<file path="config.mk">
export PLATFORM = sky130hd
export DESIGN_NAME = motor_step_driver
export DESIGN_NICKNAME = d
export VERILOG_FILES = /design/src/rtl/motor_pkg.sv /design/src/rtl/motor_phase_lut.sv /design/src/rtl/motor_step_driver.sv
export SDC_FILE = /design/constraint.sdc
export NUM_CORES = 1
export LEC_CHECK = 0
export CAP_MARGIN = 30
export CORE_MARGIN = 3
export CORE_UTILIZATION = 36
export DETAILED_ROUTE_END_ITERATION = 8
export DONT_BUFFER_PORTS = 1
export SYNTH_ARGS = -nofsm -noshare
export SYNTH_HDL_FRONTEND = slang
export SYNTH_SLANG_ARGS = --single-unit
</file>
<file path="constraint.sdc">
create_clock -name clk -period 6.55 [get_ports clk]
set_input_delay 1.965 -clock clk [delete_from_list [all_inputs] [get_ports clk]]
set_output_delay 1.965 -clock clk [all_outputs]
set_load 0.02 [all_outputs]
</file>
<file path="src/rtl/motor_pkg.sv">
// Shared types and constants for the stepper driver: FSM states, command
// type, direction encoding and the half-step coil table.
package motor_pkg;

  typedef enum logic {
    IDLE = 1'b0,
    RUN  = 1'b1
  } motor_state_t;

  // Signed step displacement from the key-mapping stage.
  typedef logic signed [3:0] step_cmd_t;

  // Direction as stored in the driver; equals the sign bit of the command.
  localparam logic FWD = 1'b0;
  localparam logic REV = 1'b1;

  // Coil patterns {A,B,C,D} for half-step drive. Even entries alone give
  // the single-coil wave sequence.
  localparam logic [3:0] HALF_STEP_TAB [0:7] = '{
    4'b1000, 4'b1100, 4'b0100, 4'b0110,
    4'b0010, 4'b0011, 4'b0001, 4'b1001
  };

  // Magnitude of a step command as 4-bit unsigned; -8 maps to 8.
  function automatic logic [3:0] cmd_mag(input step_cmd_t c);
    logic [3:0] u;
    u = c;
    return c[3] ? (~u + 4'd1) : u;
  endfunction

endpackage

</file>
<file path="src/rtl/motor_phase_lut.sv">
// Combinational coil-pattern lookup: phase index to {A,B,C,D}.
module motor_phase_lut
  import motor_pkg::*;
(
  input  logic [2:0] index,
  output logic [3:0] phase
);

  // Straight table read; no state here.
  always_comb begin
    phase = HALF_STEP_TAB[index];
  end

endmodule

</file>
<file path="src/rtl/motor_step_driver.sv">
// Stepper move sequencer: accepts a signed step count, then issues one coil
// phase advance every STEP_DIV cycles until the move is complete, tracking
// absolute position. Phase is held after a move to keep holding torque.
//
// Handshake: a command transfers on a rising edge where cmd_valid and
// cmd_ready are both high. cmd_ready is combinational and high only in IDLE
// with stop low, so a new move can only be taken once the previous one has
// ended. Upstream must hold cmd stable until that transfer edge; cmd_valid
// while a move runs is ignored.
module motor_step_driver
  import motor_pkg::*;
#(
  parameter int STEP_DIV  = 250000,
  parameter bit HALF_STEP = 1'b1,
  parameter int POS_W     = 16
) (
  input  logic                    clk,
  input  logic                    rst_n,
  input  logic [3:0]              cmd,
  input  logic                    cmd_valid,
  output logic                    cmd_ready,
  input  logic                    stop,
  output logic [3:0]              phase,
  output logic                    busy,
  output logic                    done,
  output logic signed [POS_W-1:0] position
);

  localparam int             DIV_W      = $clog2(STEP_DIV + 1);
  localparam logic [DIV_W-1:0] DIV_RELOAD = DIV_W'(STEP_DIV - 1);
  // Wave mode skips the odd (two-coil) table entries.
  localparam logic [2:0]     IDX_INC    = HALF_STEP ? 3'd1 : 3'd2;

  motor_state_t             state_q, state_d;
  logic                     dir_q, dir_d;
  logic [3:0]               remaining_q, remaining_d;
  logic [DIV_W-1:0]         divider_q, divider_d;
  logic [2:0]               idx_q, idx_d;
  logic [3:0]               phase_q, phase_d;
  logic signed [POS_W-1:0]  pos_q, pos_d;
  logic                     done_q, done_d;

  logic                     accept;
  logic [2:0]               idx_step;
  logic [3:0]               lut_phase;

  assign cmd_ready = (state_q == IDLE) && !stop;
  assign accept    = cmd_valid && cmd_ready;
  assign busy      = (state_q == RUN);
  assign done      = done_q;
  assign phase     = phase_q;
  assign position  = pos_q;

  // Index the move would land on if a step is taken this cycle.
  assign idx_step = (dir_q == REV) ? (idx_q - IDX_INC) : (idx_q + IDX_INC);

  motor_phase_lut u_lut (
    .index (idx_step),
    .phase (lut_phase)
  );

  // State and datapath registers; everything clears on async reset.
  always_ff @(posedge clk or negedge rst_n) begin
    if (!rst_n) begin
      state_q     <= IDLE;
      dir_q       <= FWD;
      remaining_q <= 4'd0;
      divider_q   <= '0;
      idx_q       <= 3'd0;
      phase_q     <= 4'b0000;
      pos_q       <= '0;
      done_q      <= 1'b0;
    end else begin
      state_q     <= state_d;
      dir_q       <= dir_d;
      remaining_q <= remaining_d;
      divider_q   <= divider_d;
      idx_q       <= idx_d;
      phase_q     <= phase_d;
      pos_q       <= pos_d;
      done_q      <= done_d;
    end
  end

  // Next-state logic: accept in IDLE, count down and step in RUN, abort on stop.
  always_comb begin
    state_d     = state_q;
    dir_d       = dir_q;
    remaining_d = remaining_q;
    divider_d   = divider_q;
    idx_d       = idx_q;
    phase_d     = phase_q;
    pos_d       = pos_q;
    done_d      = 1'b0;

    case (state_q)
      IDLE: begin
        // A zero command is consumed by the handshake but starts nothing.
        if (accept && (cmd != 4'd0)) begin
          dir_d       = cmd[3];
          remaining_d = cmd_mag(step_cmd_t'(cmd));
          divider_d   = DIV_RELOAD;
          state_d     = RUN;
        end
      end

      RUN: begin
        if (stop) begin
          // Abort wins over a pending step; phase/position/index stay put.
          state_d     = IDLE;
          remaining_d = 4'd0;
          divider_d   = '0;
        end else if (divider_q != '0) begin
          divider_d = divider_q - 1'b1;
        end else begin
          idx_d       = idx_step;
          phase_d     = lut_phase;
          pos_d       = (dir_q == REV) ? (pos_q - POS_W'(1)) : (pos_q + POS_W'(1));
          remaining_d = remaining_q - 4'd1;
          divider_d   = DIV_RELOAD;
          if (remaining_q == 4'd1) begin
            state_d = IDLE;
            done_d  = 1'b1;
          end
        end
      end

      default: begin
        state_d = IDLE;
      end
    endcase
  end

endmodule

</file>
Word level (Yosys, flattened, before mapping):

Memory sizes are Yosys's and may differ from the RTL's. A register that Yosys moved wholly into a read port is not among the register bits.
Index checks and enable logic that the tools add are counted.

* register bits after elaboration: 44
* output and inout port bits: 23
* ROM bits: 32
* memories: 1
* input bits: 8

Memory list
* (no name shown): depth 8, bits a word 4, read ports 1, clocked after Yosys merged registers in 1, write ports 0, RTL line motor_phase_lut.sv:11 `phase = HALF_STEP_TAB[index];`

* multiplexer cells: 20
* bitwise logic cells: 5
* reduce and logical (&&, ||, !) cells: 10
* add/subtract/negate cells: 7
* equal/unequal tests: 3

Operators with widths (count)
* $mux 18: 3
* $pmux 18 s2: 1
* $reduce_bool 18->1: 1
* $sub 18x1->18 const B: 1
* $add 16x2->16 const B: 1
* $mux 16: 1
* $mux 4: 4
* $sub 16x2->16 const B: 1
* $mux 1: 8
* $pmux 4 s2: 1
* $add 4x1->4 const B: 1
* $eq 4x1->1 const B: 1
* $not 3->4: 1
* $not 4->4: 1
* $reduce_and 2->1: 2
* $reduce_bool 4->1: 1
* $sub 4x1->4 const B: 1
* $add 3x1->3 const B: 1
* $logic_and 1x1->1: 3
* $mux 3: 1
* $ne 3x3->1 const B: 1
* $not 1->1: 3
* $reduce_and 3->1: 1
* $sub 3x1->3 const B: 1
* other kinds (3): 4

Logic depth before layout (Yosys ltp):

Gate-level depths: netlist (run 1).

* word-level depth: 6
* depth in mapped cells: 10

By module:

From an unflattened synthesis (run 1), not the netlist that was laid out.

* cell total of the unflattened synthesis: 341
* area total of the unflattened synthesis: 3041.7 um2

Modules (own cells, without submodules)
* motor_step_driver: instances 1, cells each 334, sequential area each 1201.2 um2, area an instance 3004.1 um2
* motor_phase_lut: instances 1, cells each 7, sequential area each 0.0 um2, area an instance 37.5 um2

Least setup slack after synthesis (run 1):

OpenSTA, ideal clock, no wires.

* path type: input port to output port
* start point: in stop
* end point: out cmd_ready
* setup slack: 2.281 ns
* buffers on the path: 0
* required time: 4.585 ns
* data arrival time: 2.304 ns
* cell stages on the path: 1
* cell sequence: nor2_1

* longest elaborated chain between the ends: 2

RTL lines
* start: declaration: RTL line motor_step_driver.sv:22 `input logic stop,`
* $logic_not 1->1: RTL line motor_step_driver.sv:47 `assign cmd_ready = (state_q == IDLE) && !stop;`
* $logic_and 1x1->1: RTL line motor_step_driver.sv:47
* end: declaration: RTL line motor_step_driver.sv:21 `output logic cmd_ready,`

No other way between the ends.

Final worst setup path (run 1):

Same ends and word-level chain as after synthesis.

==> flow_metrics.env, run 1 <==
export IMPL_ys_types=56
export IMPL_num_rows=33
export IMPL_slew_viol_final=0
export IMPL_synth_ff_type="dfrtp_1"
export IMPL_layout_drive_gt1_share_pct=6.00
export IMPL_max_stage_delay_ns=0.37
export IMPL_synth_area_mm2=0.00314
export IMPL_yosysWarnings=0
export IMPL_cts_buffers=5
export IMPL_leakage_uw=0.00150
export IMPL_synth_edf_count=0
export IMPL_critical_path_arrival_ns=2.33
export IMPL_rsz0062_at_grt="false"
export IMPL_cp_slowest_cell="nor2_1"
export IMPL_synth_top_area_cell="dfrtp_1"
export IMPL_synth_nets=385
export IMPL_powerDensity_mw_per_mm2=216
export IMPL_r2r_start="busy"
export IMPL_place_area_mm2=0.00323
export IMPL_start_util_pct=37.7
export IMPL_cts_tree="done"
export IMPL_setup_viol=0
export IMPL_gp_congestion=0.783
export IMPL_num_antenna_cells=0
export IMPL_crit_chain="nor2_1"
export IMPL_clk_pin_slew_ns=0.09
export IMPL_synthArstFlopShare_pct=100
export IMPL_tightest_slew_ns=1.05
export IMPL_grt_pass1_wl_mm=11.4
export IMPL_hold_viol_final=0
export IMPL_vias=2487
export IMPL_finalClockSkew_ns=0.0108
export IMPL_cp_required_ns=4.59
export IMPL_synth_area_leaders="dfrtp_1 38%, ha_1 8.4%, nand2_1 5.5%"
export IMPL_p_total_uw=727
export IMPL_first_global_vias=2456
export IMPL_setup_tns_ns=0
export IMPL_drv_cap=0
export IMPL_cts_buffer_depth=2
export IMPL_min_period_ns=4.30
export IMPL_status="finished clean"
export IMPL_synthCells=354
export IMPL_grt_usage_pct=14.0
export IMPL_cts_setup_buffers=0
export IMPL_r2r_slack_ns=3.36
export IMPL_clk_latency_ns=0.31
export IMPL_postRouteAntennaNets=0
export IMPL_dr_pass1_iters=4
export IMPL_whs_ns=0.509
export IMPL_wirelength_mm=6.52
export IMPL_cts_resized=0
export IMPL_synth_seq_cells=48
export IMPL_dieWidth_um=99.4
export IMPL_die_area_mm2=0.00988
export IMPL_rr_endpoint="position[15]"
export IMPL_place_ws_ns=2.26
export IMPL_yosysMostFrequentCell="dfrtp_1"
export IMPL_peakVddDrop_mv=0.108
export IMPL_worstRegToRegCells=4
export IMPL_port_buffers=0
export IMPL_endpoint_kind="output pin"
export IMPL_fmax_mhz=233
export IMPL_io_pins=31
export IMPL_synth_area_per_cell_um2=8.87
export IMPL_path_depth=1
export IMPL_finalCritPeriodShare_pct=65.6
export IMPL_drcViolationCount=0
export IMPL_postCtsHoldBufs=0
export IMPL_die_y_um=99.4
export IMPL_synth_top_area_share_pct=38.2
export IMPL_final_setup_worst_slack_ns=2.25
export IMPL_drt_iter0_markers=76
export IMPL_final_area_mm2=0.00336
export IMPL_layout_nets=380
export IMPL_seq_area_frac_synth_pct=38.2
export IMPL_hp_class="flop to flop"
export IMPL_min_to="idx_q[2]"
export IMPL_crit_fanout=6
export IMPL_antenna_found_initial=0
export IMPL_hold_depth=2
export IMPL_via_per_inst=5.47
export IMPL_cp_top_family="simple AND/OR/NAND/NOR gates"
export IMPL_dpl_hpwl_mm=4.75
export IMPL_wl_per_cell_um=14.3
export IMPL_relSlewSlack_pct=30.1
export IMPL_critPathLaunchType="input pin"
export IMPL_synth_top_cells_by_count="48 x dfrtp_1, 46 x nand2_1, 28 x nor2_1, 28 x o21ai_0, 23 x a21oi_1"
export IMPL_worst_path_buf_inv=0
export IMPL_htree_levels=2
export IMPL_syn_to_final_growth_pct=6.97
export IMPL_cts_num_sinks=48
export IMPL_min_from="idx_q[2]"
export IMPL_worstSetupPathType="input pin to output pin"
export IMPL_grt_overflow=0
export IMPL_fillers=851
export IMPL_grt_max_degree=49
export IMPL_core_mm2=0.00834
export IMPL_cts_root_buf="clkbuf_8"
-- power breakdown --
| part | internal [uW] | switching [uW] |
|---|---|---|
| registers | 314 | 31.0 |
| logic | 63.8 | 79.6 |
| clock network | 135 | 103 |
| total | 513 | 214 |
-- registers in the layout, indices dropped and copies added (netlist names) --
| signal | cells |
|---|---|
| phase | 4 |
| done | 1 |
| divider_q | 18 |
| idx_q | 3 |
| busy | 1 |
| remaining_q | 4 |
| dir_q | 1 |
| position | 16 |
-- per-stage QoR --
step / cells / utilization [%]
detailed placement: 447 / 38.8
global placement: 447 / 38.8
floorplan: 354 / -
global route: 455 / 40.3
CTS: 455 / 40.3
finish: 455 / 40.3
-- kinds of logic (layout without fill, tap and decap cells) --
group | after synthesis | count (layout) | share of synthesized area, %
flip-flops | 48 | 48 | 38.2
XOR/XNOR | 22 | 22 | 6.14
AND/OR/NAND/NOR | 134 | 134 | 22.4
buffers and inverters | 32 | 28 | 4.06
AO/OA/AOI/OAI | 91 | 91 | 18.2
adder cells (fa/ha/maj) | 23 | 23 | 9.64
multiplexers | 4 | 4 | 1.35
-- metal layers --
metal  global-route usage, %  vias to the layer above  part of all wire, %
met4                    4.10                        0                 0.90
met2                    23.1                       42                   47
li1                        -                     1256                    -
met5                       0                        -                    0
met1                    17.9                     1184                   47
met3                    4.07                        5                  5.2
-- layout make-up --
| class | instances | area, um^2 | area share, % |
|---|---|---|---|
| clock buffers | 7 | 96.3 | 2.87 |
| clock inverters | 1 | 30.0 | 0.894 |
| inverters | 18 | 67.6 | 2.01 |
| multi-input cells | 274 | 1820 | 54.1 |
| flip-flops and latches | 48 | 1200 | 35.8 |
| well taps | 105 | 131 | 3.91 |
| repair buffers | 2 | 15.0 | 0.447 |
-- how the worst max path moves through the flow --
stage               start         to  slack (ns)
floorplan            stop  cmd_ready        2.28
global placement     stop  cmd_ready        2.26
detailed placement   stop  cmd_ready        2.26
CTS                  stop  cmd_ready        2.25
global route         stop  cmd_ready        2.22
finish               stop  cmd_ready        2.25
-- cell usage in the layout, fill, tap and decap left out, types with 3 or more instances in the layout --
cell type	n
dfrtp_1	48
nand2_1	46
nor2_1	28
o21ai_0	28
a21oi_1	23
ha_1	21
inv_1	18
xnor2_1	15
nand3_1	8
o22ai_1	7
xor2_1	7
nor3_1	7
clkbuf_8	7
or3_1	5
a211oi_1	4
o21a_1	4
or4_1	4
nor4b_1	4
nor4_1	4
a22o_1	3
nand2b_1	3
nand4_1	3
o211ai_1	3
Note: power is estimated with default switching activity, not from simulation.
==> inputs of run 2 (changes only) <==
ABC_AREA = 1   (was default)
clock period = 3.8 ns   (was 6.55 ns; I/O delays follow)
==> run 2 against run 1 <==
Net effect: synthesized area up 12%; via count increased by 16%; worst hold slack better by 0.00070 ns; sequential power is 83% higher; total power rose by 91%; clock power grew 33%; register-to-register slack got worse by 1.9 ns; synthesized cell count is 36% higher; wire length is 12% higher; largest cell class unchanged; largest power group unchanged; highest routed layer unchanged.
==> flow_metrics.env, run 2 <==
export IMPL_status="finished clean"
export IMPL_grt_pass1_wl_mm=13.1
export IMPL_core_mm2=0.00937
export IMPL_wirelength_mm=7.30
export IMPL_fmax_mhz=398
export IMPL_synth_edf_count=0
export IMPL_drv_cap=0
export IMPL_hold_viol_final=0
export IMPL_synthCells=481
export IMPL_first_global_vias=2842
export IMPL_critical_path_arrival_ns=1.37
export IMPL_worstRegToRegCells=9
export IMPL_synth_seq_cells=48
export IMPL_leakage_uw=0.00198
export IMPL_htree_levels=2
export IMPL_via_per_inst=4.72
export IMPL_grt_overflow=0
export IMPL_synthMuxAreaShare_pct=0
export IMPL_synth_area_leaders="dfrtp_1 34%, nand2_1 16%, ha_1 7.4%"
export IMPL_dpl_hpwl_mm=5.49
export IMPL_peakVddDrop_mv=0.183
export IMPL_grt_max_degree=49
export IMPL_seq_area_frac_synth_pct=34.0
export IMPL_die_area_mm2=0.0110
export IMPL_num_rows=35
export IMPL_synth_top_area_cell="dfrtp_1"
export IMPL_yosysWarnings=0
export IMPL_rsz0062_at_grt="false"
export IMPL_r2r_start="divider_q[1]"
export IMPL_port_buffers=0
export IMPL_min_period_ns=2.51
export IMPL_antenna_found_initial=0
export IMPL_powerDensity_mw_per_mm2=372
export IMPL_cts_buffers=5
export IMPL_num_antenna_cells=0
export IMPL_cp_required_ns=2.66
export IMPL_postRouteAntennaNets=0
export IMPL_cts_resized=0
export IMPL_synth_simple_area_share_pct=35.2
export IMPL_synth_top_cells_by_count="151 x nand2_1, 60 x inv_1, 48 x dfrtp_1, 48 x nor2_1, 21 x ha_1"
export IMPL_worst_path_buf_inv=0
export IMPL_layout_nets=514
export IMPL_synth_area_mm2=0.00353
export IMPL_cts_buffer_depth=2
export IMPL_finalClockSkew_ns=0.00975
export IMPL_vias=2891
export IMPL_wl_per_cell_um=11.9
export IMPL_layout_drive_gt1_share_pct=12.0
export IMPL_final_util_pct=39.8
export IMPL_synthAdderAreaFrac_pct=8.57
export IMPL_ys_types=34
export IMPL_max_stage_delay_ns=0.23
export IMPL_hp_class="input pin to async pin"
export IMPL_drcViolationCount=0
export IMPL_cp_slowest_cell="nor2_2"
export IMPL_synth_ff_type="dfrtp_1"
export IMPL_clk_latency_ns=0.31
export IMPL_setup_tns_ns=0
export IMPL_postCtsHoldBufs=0
export IMPL_largest_reg_flops=18
export IMPL_synth_area_per_cell_um2=7.34
export IMPL_synth_nets=512
export IMPL_dr_pass1_iters=4
export IMPL_cts_num_sinks=48
export IMPL_critPathLaunchType="input pin"
export IMPL_syn_to_final_growth_pct=5.70
export IMPL_cts_setup_buffers=0
export IMPL_tightest_slew_ns=0.830
export IMPL_layout_commonest_cell="nand2_1"
export IMPL_cts_tree="done"
export IMPL_drt_iter0_markers=107
export IMPL_worstSetupPathType="input pin to output pin"
export IMPL_dieWidth_um=105
export IMPL_setup_viol=0
export IMPL_p_total_uw=1390
export IMPL_crit_fanout=3
export IMPL_dp_cells=605
export IMPL_synth_compound_area_share_pct=8.47
export IMPL_path_depth=1
export IMPL_fillers=998
export IMPL_cp_top_family="simple AND/OR/NAND/NOR gates"
export IMPL_io_pins=31
export IMPL_synth_top_family_by_area="simple AND/OR/NAND/NOR gates"
export IMPL_regArea_mm2=0.00120
export IMPL_yosysMostFrequentCell="nand2_1"
export IMPL_layoutNonFillerInstCount=613
export IMPL_relSlewSlack_pct=44.7
export IMPL_largest_register="divider_q"
export IMPL_synthXorXnorAreaFrac_pct=4.96
export IMPL_final_cell_mix="151 x nand2_1, 60 x inv_1, 48 x nor2_1, 48 x dfrtp_1, 21 x ha_1"
export IMPL_synth_top_area_share_pct=34.0
export IMPL_rr_endpoint="position[10]"
export IMPL_die_y_um=105
export IMPL_gp_congestion=0.806
export IMPL_synthArstFlopShare_pct=100
export IMPL_endpoint_kind="output pin"
export IMPL_grt_usage_pct=14.1
export IMPL_crit_chain="nor2_2"
export IMPL_start_util_pct=37.7
export IMPL_multi_input_area_mm2=0.00202
export IMPL_clk_pin_slew_ns=0.10
export IMPL_finalCritPeriodShare_pct=66.2
export IMPL_whs_ns=0.510
export IMPL_r2r_slack_ns=1.50
export IMPL_slew_viol_final=0
export IMPL_cts_root_buf="clkbuf_8"
[run 2: cell count changes in the layout (fill, tap and decap cells not counted), moves of 9 or more]
cell	change
nand2_1	+105
o21ai_0	-17
nor2_1	+20
nand3_2	+9
inv_1	+42
inv_2	+10
nand3_1	+9
o21ai_1	+9
[run 2: final cells by class]
type | instances | share of cell area (%)
clock buffers | 6 | 1.94
clock inverters | 2 | 0.436
inverters | 70 | 7.04
multi-input cells | 358 | 54.1
flip-flops and latches | 48 | 32.2
well taps | 129 | 4.32
[run 2: how the worst max path moves through the flow]
stage / startpoint / slack, ns / endpoint
6_report: stop / 1.29 / cmd_ready
2_1_floorplan: stop / 1.30 / cmd_ready
3_3_place_gp: stop / 1.28 / cmd_ready
3_5_place_dp: cmd[0] / 1.27 / remaining_q[0]
5_1_grt: busy / 1.22 / cmd_ready
4_1_cts: stop / 1.28 / cmd_ready
[run 2: through the flow]
step                cell area [um^2]  setup slack [ns]
finish                          3730              1.29
global route                    3730              1.22
CTS                             3730              1.28
detailed placement              3640              1.27
global placement                3640              1.28
floorplan                       3530              1.30
[run 2: power by group]
group | leakage [uW] | total (uW) | switching (uW) | internal (uW)
registers | 0.000623 | 633 | 70.5 | 562
logic | 0.00131 | 441 | 280 | 161
clock network | 0.0000414 | 317 | 185 | 131
total | 0.00198 | 1390 | 536 | 854
[run 2: cells by family (layout without fill, tap and decap cells)]
family / Yosys count / in the layout
buffers and inverters: 75 / 78
XOR/XNOR: 20 / 20
AND/OR/NAND/NOR: 264 / 264
adder cells (fa/ha/maj): 23 / 23
flip-flops: 48 / 48
AO/OA/AOI/OAI: 51 / 51
[run 2: metal layers]
| layer | vias up | part of all wire (%) | global-route usage [%] |
|---|---|---|---|
| met5 | - | 0 | 0 |
| met4 | 0 | 0.97 | 3.47 |
| met3 | 8 | 3.3 | 2.96 |
| met2 | 42 | 49 | 25.1 |
| met1 | 1331 | 47 | 17.4 |
| li1 | 1510 | - | - |
==> inputs of run 3 (changes only) <==
clock period = 2.35 ns   (was 3.8 ns; I/O delays follow)
==> run 3 against run 2 <==
Net effect: via count grew 1.5%; highest routed layer unchanged; sequential power grew 60%; wire length shrank 0.48%; global-route usage shrank 0.085 points; first-iteration DRC count shrank 7.5%; combinational power grew 66%; utilization grew 0.68 points; die area is the same; worst setup slack lost 1.0 ns.
==> flow_metrics.env, run 3 (synthesized netlist as in run 2, its figures left out) <==
export IMPL_drcViolationCount=0
export IMPL_place_ws_ns=0.200
export IMPL_cts_tree="done"
export IMPL_hp_class="input pin to async pin"
export IMPL_num_antenna_cells=0
export IMPL_final_area_mm2=0.00380
export IMPL_switchingPower_uw=868
export IMPL_layout_nets=520
export IMPL_status="finished clean"
export IMPL_fmax_mhz=473
export IMPL_htree_levels=2
export IMPL_start_util_pct=37.7
export IMPL_vias=2935
export IMPL_antenna_found_initial=0
export IMPL_internal_power_uw=1490
export IMPL_final_setup_worst_slack_ns=0.238
export IMPL_port_buffers=0
export IMPL_critical_path_arrival_ns=2.32
export IMPL_gp_congestion=0.853
export IMPL_wl_per_cell_um=11.7
export IMPL_clk_latency_ns=0.30
export IMPL_cp_required_ns=2.56
export IMPL_fillers=981
export IMPL_num_rows=35
export IMPL_cts_root_buf="clkbuf_8"
export IMPL_first_global_vias=2928
export IMPL_dpl_hpwl_mm=5.67
export IMPL_worstRegToRegCells=10
export IMPL_wirelength_mm=7.27
export IMPL_drt_iter0_markers=99
export IMPL_cts_num_sinks=48
export IMPL_worstSetupPathType="flop to flop"
export IMPL_finalClockSkew_ns=0.0129
export IMPL_drv_cap=0
export IMPL_clk_pin_slew_ns=0.10
export IMPL_leakage_uw=0.00202
export IMPL_rsz0062_at_grt="false"
export IMPL_hold_viol_final=0
export IMPL_grt_overflow=0
export IMPL_grt_usage_pct=14.0
export IMPL_largest_reg_flops=18
export IMPL_postRouteAntennaNets=0
export IMPL_seqPwrFrac_pct=42.9
export IMPL_critPathLaunchType="flop"
export IMPL_endpoint_kind="flop"
export IMPL_setup_viol=0
export IMPL_cts_resized=0
export IMPL_slew_viol_final=0
export IMPL_tightest_slew_ns=0.584
export IMPL_min_period_ns=2.11
export IMPL_postCtsHoldBufs=0
export IMPL_cts_buffers=5
export IMPL_combPwrFrac_pct=31.1
export IMPL_peakVddDrop_mv=0.259
export IMPL_largest_register="divider_q"
export IMPL_core_mm2=0.00937
export IMPL_layout_commonest_cell="nand2_1"
export IMPL_finalCritPeriodShare_pct=89.9
export IMPL_dieWidth_um=105
export IMPL_powerDensity_mw_per_mm2=622
export IMPL_cts_setup_buffers=0
export IMPL_p_total_uw=2360
export IMPL_grt_max_degree=49
export IMPL_relSlewSlack_pct=61.1
export IMPL_place_area_mm2=0.00369
export IMPL_dr_pass1_iters=4
export IMPL_die_y_um=105
export IMPL_cts_buffer_depth=2
export IMPL_final_cell_mix="151 x nand2_1, 60 x inv_1, 48 x nor2_1, 48 x dfrtp_1, 21 x ha_1"
export IMPL_p_sw_share_pct=36.7
export IMPL_via_per_inst=4.74
export IMPL_io_pins=31
export IMPL_crit_fanout=16
export IMPL_setup_tns_ns=0
export IMPL_grt_pass1_wl_mm=13.2
export IMPL_die_area_mm2=0.0110
export IMPL_syn_to_final_growth_pct=7.51
export IMPL_layout_drive_gt1_share_pct=13.1
export IMPL_p_clk_share_pct=26.1
==> run 3: power by group through the flow <==
stage | logic [uW] | registers (uW) | clock network, uW
CTS | 740 | 1010 | 633
global route | 852 | 1030 | 664
global placement | 720 | 1030 | 0
finish | 734 | 1010 | 616
floorplan | 608 | 1010 | 0
detailed placement | 737 | 1030 | 0
==> run 3: worst max-delay path, cell delays in order (launching register included) <==
cell and delay, ns:
dfrtp_1 0.61, buf_4 0.27, ha_1 0.34, inv_1 0.09, nor3_1 0.24, and2_1 0.16, nand2_1 0.07, nand2_1 0.08
nand2_1 0.06, nand3_2 0.05, nand2_1 0.04
==> run 3: layout make-up <==
class                      instances  area (um^2)  share of cell area, %
clock buffer                       6         72.6                   1.91
inverter                          70          263                   6.92
timing repair buffer               6         45.0                   1.19
clock inverter                     2         35.0                  0.923
multi-input combinational        358         2020                   53.2
tap                              129          161                   4.25
sequential                        48         1200                   31.6
==> run 3: worst paths after layout <==
path / start / to / slack [ns]
min in group clk: idx_q[2] / idx_q[2] / 0.53
worst min-delay path: rst_n / position[13] / 0.08
worst max-delay path: dir_q / position[14] / 0.24
worst max register to register: dir_q / position[14] / 0.24
worst min register to register: idx_q[2] / idx_q[2] / 0.53
max in group asynchronous: rst_n / divider_q[12] / 2.16
==> run 3: routing by layer <==
metal	up-vias	track usage [%]	share of wire (%)
met4	0	3.09	0.84
li1	1521	-	-
met5	-	0	0
met3	8	3.03	3.1
met1	1374	17.5	46
met2	32	24.7	50
==> run 3: stage by stage <==
step,hold slack [ns],util (%),std cells
3_3_place_gp,0.411,39.4,611
3_5_place_dp,0.411,39.4,611
4_1_cts,0.0727,40.5,619
6_report,0.0804,40.5,619
5_1_grt,0.0607,40.5,619
2_1_floorplan,0.409,-,481
